`src/rtl/hazard_forward_unit.sv`:
```
`default_nettype none
// ============================================================================
// Module      : hazard_forward_unit
// Description : Pipeline hazard unit for a 5-stage in-order core. Provides
//               EX operand forwarding, WB-to-decode bypass, load-use stall
//               and bubble generation, a multi-cycle MEM freeze for loads,
//               and a saturating stall-cycle counter.
// Revision    : 1.0 - initial release
// ============================================================================
module hazard_forward_unit #(
  parameter int AW       = 5,
  parameter int MEM_WAIT = 2
) (
  input  logic          clk,
  input  logic          rst,
  input  logic [AW-1:0] id_rs1,
  input  logic [AW-1:0] id_rs2,
  input  logic          id_valid,
  input  logic [AW-1:0] ex_rs1,
  input  logic [AW-1:0] ex_rs2,
  input  logic [AW-1:0] ex_rd,
  input  logic          ex_regwrite,
  input  logic          ex_memread,
  input  logic [AW-1:0] mem_rd,
  input  logic          mem_regwrite,
  input  logic [AW-1:0] wb_rd,
  input  logic          wb_regwrite,
  input  logic          flush,
  input  logic          clr_stats,
  output logic [1:0]    forward_a,
  output logic [1:0]    forward_b,
  output logic          id_fwd_a,
  output logic          id_fwd_b,
  output logic          stall_if,
  output logic          bubble_ex,
  output logic          freeze,
  output logic [15:0]   stall_cycles
);

  typedef enum logic [0:0] {
    RUN        = 1'b0,
    MEM_FREEZE = 1'b1
  } state_t;

  // A load with no extra MEM latency never enters the freeze state.
  localparam bit       HAS_WAIT  = (MEM_WAIT > 0);
  localparam logic [3:0] WAIT_LOAD = HAS_WAIT ? 4'(MEM_WAIT - 1) : 4'd0;

  state_t     state;
  state_t     state_next;
  logic [3:0] wait_cnt;
  logic [3:0] wait_cnt_next;
  logic       load_use;
  logic       mem_hit_a;
  logic       mem_hit_b;
  logic       wb_hit_a;
  logic       wb_hit_b;

  // Producer/consumer register matches; register 0 is hardwired and never forwards.
  always_comb begin
    mem_hit_a = mem_regwrite && (mem_rd != '0) && (mem_rd == ex_rs1);
    mem_hit_b = mem_regwrite && (mem_rd != '0) && (mem_rd == ex_rs2);
    wb_hit_a  = wb_regwrite  && (wb_rd  != '0) && (wb_rd  == ex_rs1);
    wb_hit_b  = wb_regwrite  && (wb_rd  != '0) && (wb_rd  == ex_rs2);
  end

  // Operand select and decode bypass; the younger EX/MEM result has priority.
  always_comb begin
    forward_a = 2'b00;
    forward_b = 2'b00;
    id_fwd_a  = 1'b0;
    id_fwd_b  = 1'b0;
    if (!rst) begin
      if (mem_hit_a)     forward_a = 2'b10;
      else if (wb_hit_a) forward_a = 2'b01;
      if (mem_hit_b)     forward_b = 2'b10;
      else if (wb_hit_b) forward_b = 2'b01;
      id_fwd_a = wb_regwrite && (wb_rd != '0) && (wb_rd == id_rs1);
      id_fwd_b = wb_regwrite && (wb_rd != '0) && (wb_rd == id_rs2);
    end
  end

  // A load in EX whose destination feeds the instruction in decode.
  always_comb begin
    load_use = id_valid && ex_memread && (ex_rd != '0) &&
               ((ex_rd == id_rs1) || (ex_rd == id_rs2));
  end

  // State and wait-counter register.
  always_ff @(posedge clk or posedge rst) begin
    if (rst) begin
      state    <= RUN;
      wait_cnt <= 4'd0;
    end else begin
      state    <= state_next;
      wait_cnt <= wait_cnt_next;
    end
  end

  // Next-state and stall/freeze outputs. A branch flush never aborts a freeze
  // because the frozen load is older than the branch.
  always_comb begin
    state_next    = state;
    wait_cnt_next = wait_cnt;
    stall_if      = 1'b0;
    bubble_ex     = 1'b0;
    freeze        = 1'b0;
    case (state)
      RUN: begin
        stall_if  = load_use && !flush;
        bubble_ex = load_use && !flush;
        if (ex_memread && HAS_WAIT) begin
          state_next    = MEM_FREEZE;
          wait_cnt_next = WAIT_LOAD;
        end
      end
      MEM_FREEZE: begin
        freeze = 1'b1;
        if (wait_cnt == 4'd0) begin
          state_next = RUN;
        end else begin
          wait_cnt_next = wait_cnt - 4'd1;
        end
      end
      default: begin
        state_next    = RUN;
        wait_cnt_next = 4'd0;
      end
    endcase
    if (rst) begin
      stall_if  = 1'b0;
      bubble_ex = 1'b0;
      freeze    = 1'b0;
    end
  end

  // Saturating count of cycles the front end is held; clear takes priority.
  always_ff @(posedge clk or posedge rst) begin
    if (rst) begin
      stall_cycles <= 16'd0;
    end else if (clr_stats) begin
      stall_cycles <= 16'd0;
    end else if ((stall_if || freeze) && (stall_cycles != 16'hFFFF)) begin
      stall_cycles <= stall_cycles + 16'd1;
    end
  end

endmodule
`default_nettype wire

```
`config.mk`:
```
export PLATFORM = sky130hd
export DESIGN_NAME = hazard_forward_unit
export DESIGN_NICKNAME = d
export VERILOG_FILES = /design/src/rtl/hazard_forward_unit.sv
export SDC_FILE = /design/constraint.sdc
export NUM_CORES = 1
export LEC_CHECK = 0
export ABC_CLOCK_PERIOD_IN_PS = 3700
export BUFFER_PORTS_ARGS = -buffer_cell sky130_fd_sc_hd__buf_2
export CORE_MARGIN = 4
export CORE_UTILIZATION = 50
export DETAILED_ROUTE_END_ITERATION = 7
export PLACE_DENSITY = 0.79
export REMOVE_ABC_BUFFERS = 1
export SLEW_MARGIN = 40
export SYNTH_ARGS = -nofsm -noshare
export SYNTH_HDL_FRONTEND = slang
export SYNTH_SLANG_ARGS = --single-unit
```
`constraint.sdc`:
```
create_clock -name clk -period 3.7 [get_ports clk]
set_clock_uncertainty 0.2 [all_clocks]
set_input_delay 0.74 -clock clk [delete_from_list [all_inputs] [get_ports clk]]
set_output_delay 0.74 -clock clk [all_outputs]
set_load 0.01 [all_outputs]
```
=== Word level (Yosys, flattened, before mapping) ===
Index checks and enable logic that the tools add are counted.

* $add $sub $neg: 2
* Equality and inequality tests: 11
* Mux-type cells: 20
* Bitwise logic cells: 1
* Reduce and logical (&&, ||, !) cells: 22

{| class="wikitable"
|+ Operators by type and width
! operator !! number
|-
| $eq 5x5->1 || 8
|-
| $mux 16 || 2
|-
| $add 16x1->16 const B || 1
|-
| $ne 16x16->1 const B || 1
|-
| $reduce_bool 5->1 || 3
|-
| $logic_and 1x1->1 || 13
|-
| $mux 1 || 10
|-
| $mux 2 || 4
|-
| $mux 4 || 2
|-
| $pmux 4 s2 || 1
|-
| $logic_not 4->1 || 1
|-
| $ne 2x2->1 const B || 2
|-
| $sub 4x1->4 const B || 1
|-
| $logic_or 1x1->1 || 2
|-
| $pmux 1 s2 || 1
|-
| $reduce_and 2->1 || 1
|-
| $reduce_bool 2->1 || 1
|-
| $logic_not 1->1 || 1
|-
| $not 1->1 || 1
|}

* Register bits after elaboration: 21
* Bits of input ports: 44
* Logic and storage cells: 59

=== Depth between registers and ports, before layout ===
* Depth after elaboration: 10
* Gate-level depth with buffers: 8
* Mapped depth without buffers: 7

=== Least setup slack after synthesis ===
No wires, ideal clock.

* Kind: in2out
* Start point: input port rst
* End point: output port forward_b[0]
* Data arrival time: 2449 ps
* Path slack: 311 ps
* Stages: 4
* Path buffers: 0
* Cell sequence: inv_1 > o211ai_1 > or4_1 > nor4_1

* Longest elaborated chain between the ends: 1

{| class="wikitable"
|+ Ends and longest elaborated chain
! element !! line !! RTL
|-
| start: declaration || 15 || <nowiki>input logic rst,</nowiki>
|-
| $mux 2 || 73 || <nowiki>if (!rst) begin</nowiki>
|-
| end: declaration || 31 || <nowiki>output logic [1:0] forward_b,</nowiki>
|}

No other way between the ends.

=== Worst setup path in the final report ===
* Start point: input port mem_rd[1]
* End point: output port forward_b[0]

* Longest elaborated chain between the ends: 5
* Elaborated cells on any way between the ends: 6

{| class="wikitable"
|+ Ends and longest elaborated chain
! element !! line !! RTL
|-
| start: declaration || 24 || <nowiki>input logic [AW-1:0] mem_rd,</nowiki>
|-
| $reduce_bool 5->1 || 62 || <nowiki>mem_hit_b = mem_regwrite && (mem_rd != '0) && (mem_rd == ex_rs2);</nowiki>
|-
| $logic_and 1x1->1 || 62 ||
|-
| $logic_and 1x1->1 * || 62 ||
|-
| $mux 2 * || 76 || <nowiki>if (mem_hit_b) forward_b = 2'b10;</nowiki>
|-
| $mux 2 * || 73 ||
|}

Every way passes the cells marked *; elsewhere a longest branch is shown, timed or not.

==> impl_metrics.json <==
{
  "cts_setup_buffers": 0,
  "synthTopCellsByCount": "24 x xor2_1, 21 x dfrtp_1, 20 x nand3_1",
  "yosysUniqueCellTypes": 45,
  "grtUsageMet3": 0.0207,
  "overflow": 0,
  "p_leak_nw": 1.17,
  "syn_avg_cell_area_sq_um": 8.70,
  "cap_violations": 0,
  "drt-wirelength-per-cell_um": 13.7,
  "synth_area_sq_mm": 0.00212,
  "reg2reg_depth": 6,
  "ios": 69,
  "ys_top_cells_by_area": "dfrtp_1 25%, xor2_1 9.9%, xnor2_1 6.6%, nor2b_1 5.0%, mux2_4 5.0%",
  "synth_top_area_cell": "dfrtp_1",
  "drt_first_pass_iters": 4,
  "nets": 347,
  "grt_start_max_net_pins": 32,
  "power_frac_clock": 0.213,
  "hold_viol": 0,
  "drc": 0,
  "wirelength_um": 4810,
  "grt_pass1_vias": 1948,
  "period_share": 0.839,
  "crit_required_ns": 2.76,
  "hp-class": "in2async",
  "die_h_um": 73.1,
  "swShare": 0.350,
  "yosysMostFrequentCell": "xor2_1",
  "synthFlopType": "dfrtp_1",
  "p_per_area_mw_per_mm2": 283,
  "ctsHtreeMaxLevel": 1,
  "internal_power_uw": 458,
  "post-route-min-period_ns": 3.10,
  "seqPwrFrac": 0.418,
  "synth_seq_cells": 21,
  "synth-edff-count": 0,
  "cts.sinks": 21,
  "numCtsBuffers": 3,
  "drive_gt1_frac": 0.300,
  "netlist_instances": 244,
  "area_delta_synth_final_pct": 17.4,
  "worstPathArrival_ns": 2.16,
  "cts_resized": 0,
  "ys_seq_area_frac": 0.248,
  "slew_headroom": 0.493,
  "globalplace.congestion": 0.840,
  "die_w_um": 73.1,
  "grt_pass1_wl_um": 8400,
  "setup_tns_ns": 0,
  "die_area_sq_mm": 0.00535,
  "tightest_slew_ns": 0.755,
  "ctsHoldBuffers": 0,
  "use_met2": 0.344,
  "cts_buffer_depth": 2,
  "outcome": "complete, no violations",
  "crit_fanout": 3,
  "timing.fmax_mhz": 322,
  "rsz0062_at_grt": "no",
  "antennaDiodeCount": 0,
  "vias": 1946,
  "peakVddDrop_mv": 0.147,
  "power_switching_uw": 247,
  "cts_tree": "yes",
  "portBuffers": 67,
  "critPathKind": "in2out",
  "antenna_found_initial": 0,
  "hpwl_um": 3870,
  "combinationalPowerShare": 0.369,
  "initial_core_util": 0.523,
  "clk_pin_slew_ns": 0.08,
  "core_area_sq_mm": 0.00406,
  "met1_usage": 0.235,
  "fin_util": 0.614,
  "clk_latency_ns": 0.26,
  "drtIter0Drc": 100,
  "grt_use_total": 0.194,
  "antenna_left": 0,
  "crit_path_start_kind": "input port",
  "num_rows": 23,
  "async_flop_share": 1.00,
  "setup_viol": 0,
  "synth.top_cell.area_share": 0.248,
  "busiest_layer": "met2",
  "end_kind": "output pin",
  "drv_slew": 0,
  "root_buffer": "clkbuf_8",
  "ys_warn_count": 0,
  "viasPerCell": 5.56
}
## power by group through the flow
stage | registers, mW | logic [mW] | clock network (mW)
after floorplan | 0.292 | 0.174 | 0
after global placement | 0.298 | 0.252 | 0
after detailed placement | 0.299 | 0.262 | 0
after CTS | 0.295 | 0.262 | 0.160
after global routing | 0.301 | 0.293 | 0.168
final | 0.295 | 0.260 | 0.150
## layer usage
layer  wire length [um]  vias to the layer above
met5                  0                        -
met4                 76                        0
met3                256                        6
met2               2380                       51
met1               2100                      909
li1                   -                      980
## cell families after synthesis
kind of cell	share of synthesized area
and+or+nand+nor	0.317
muxes	0.0914
buffers and inverters	0.0507
DFF	0.248
AOI/OAI and AO/OA	0.117
xor gates and xnor gates	0.165
adders and majority gates	0.0118
## layout make-up
class                   count  area, sq um
clock buffers               4         45.0
well taps                  50         62.6
repair buffers             70          358
fillers                   352         1570
inverters                   3         11.3
multi-input cells         202         1490
flip-flops and latches     21          526
## flip-flops by register name, indices dropped and copies added (netlist names)
signal and flops:
stall_cycles 16, wait_cnt 4, state 1
## critical path, cell delays in order
cell and delay [ns]:
buf_2 0.12, or4_1 0.52, o21ai_0 0.31, nor4_1 0.13, nor4_1 0.17, buf_2 0.17
## path summary, 6_finish.rpt
| path | startpoint | to | slack, ns |
|---|---|---|---|
| setup reg to reg | stall_cycles[0] | stall_cycles[6] | 1.30 |
| hold / removal | rst | stall_cycles[9] | 0.36 |
| hold reg to reg | wait_cnt[2] | wait_cnt[2] | 0.37 |
| max in group asynchronous | rst | stall_cycles[5] | 2.71 |
| min in group clk | wait_cnt[2] | wait_cnt[2] | 0.37 |
| setup / recovery | mem_rd[1] | forward_b[0] | 0.60 |
## cells in the final DEF (no fill, tap or decap), types with 2 or more instances in the layout
cell      count
nor3_1        8
nand2_1      14
buf_2        67
and4_1        4
buf_4         3
or4_1         4
o21ai_1       6
inv_1         3
mux2_4        7
ha_1          2
nor2b_1      17
and2_1        3
and3_1        6
dfrtp_1      21
nor4_1        5
nand4_1       9
o21ai_0       3
mux2_1        7
nand3_1      20
o32ai_2       5
o31ai_1       2
clkbuf_8      3
o211ai_1      2
nand2b_1      3
nor2_1       19
xnor2_1      16
xor2_1       24
## stage by stage
step	power (mW)	area, sq um	worst slack (ns)	instances	hold WS [ns]
finish	0.706	2490	0.596	350	0.356
global route	0.763	2490	0.377	350	0.392
floorplan	0.467	2030	0.311	226	0.294
global placement	0.549	2450	0.604	346	0.336
CTS	0.717	2490	0.599	350	0.362
detailed placement	0.561	2450	0.606	346	0.351
Note: power is estimated with default switching activity, not from simulation.
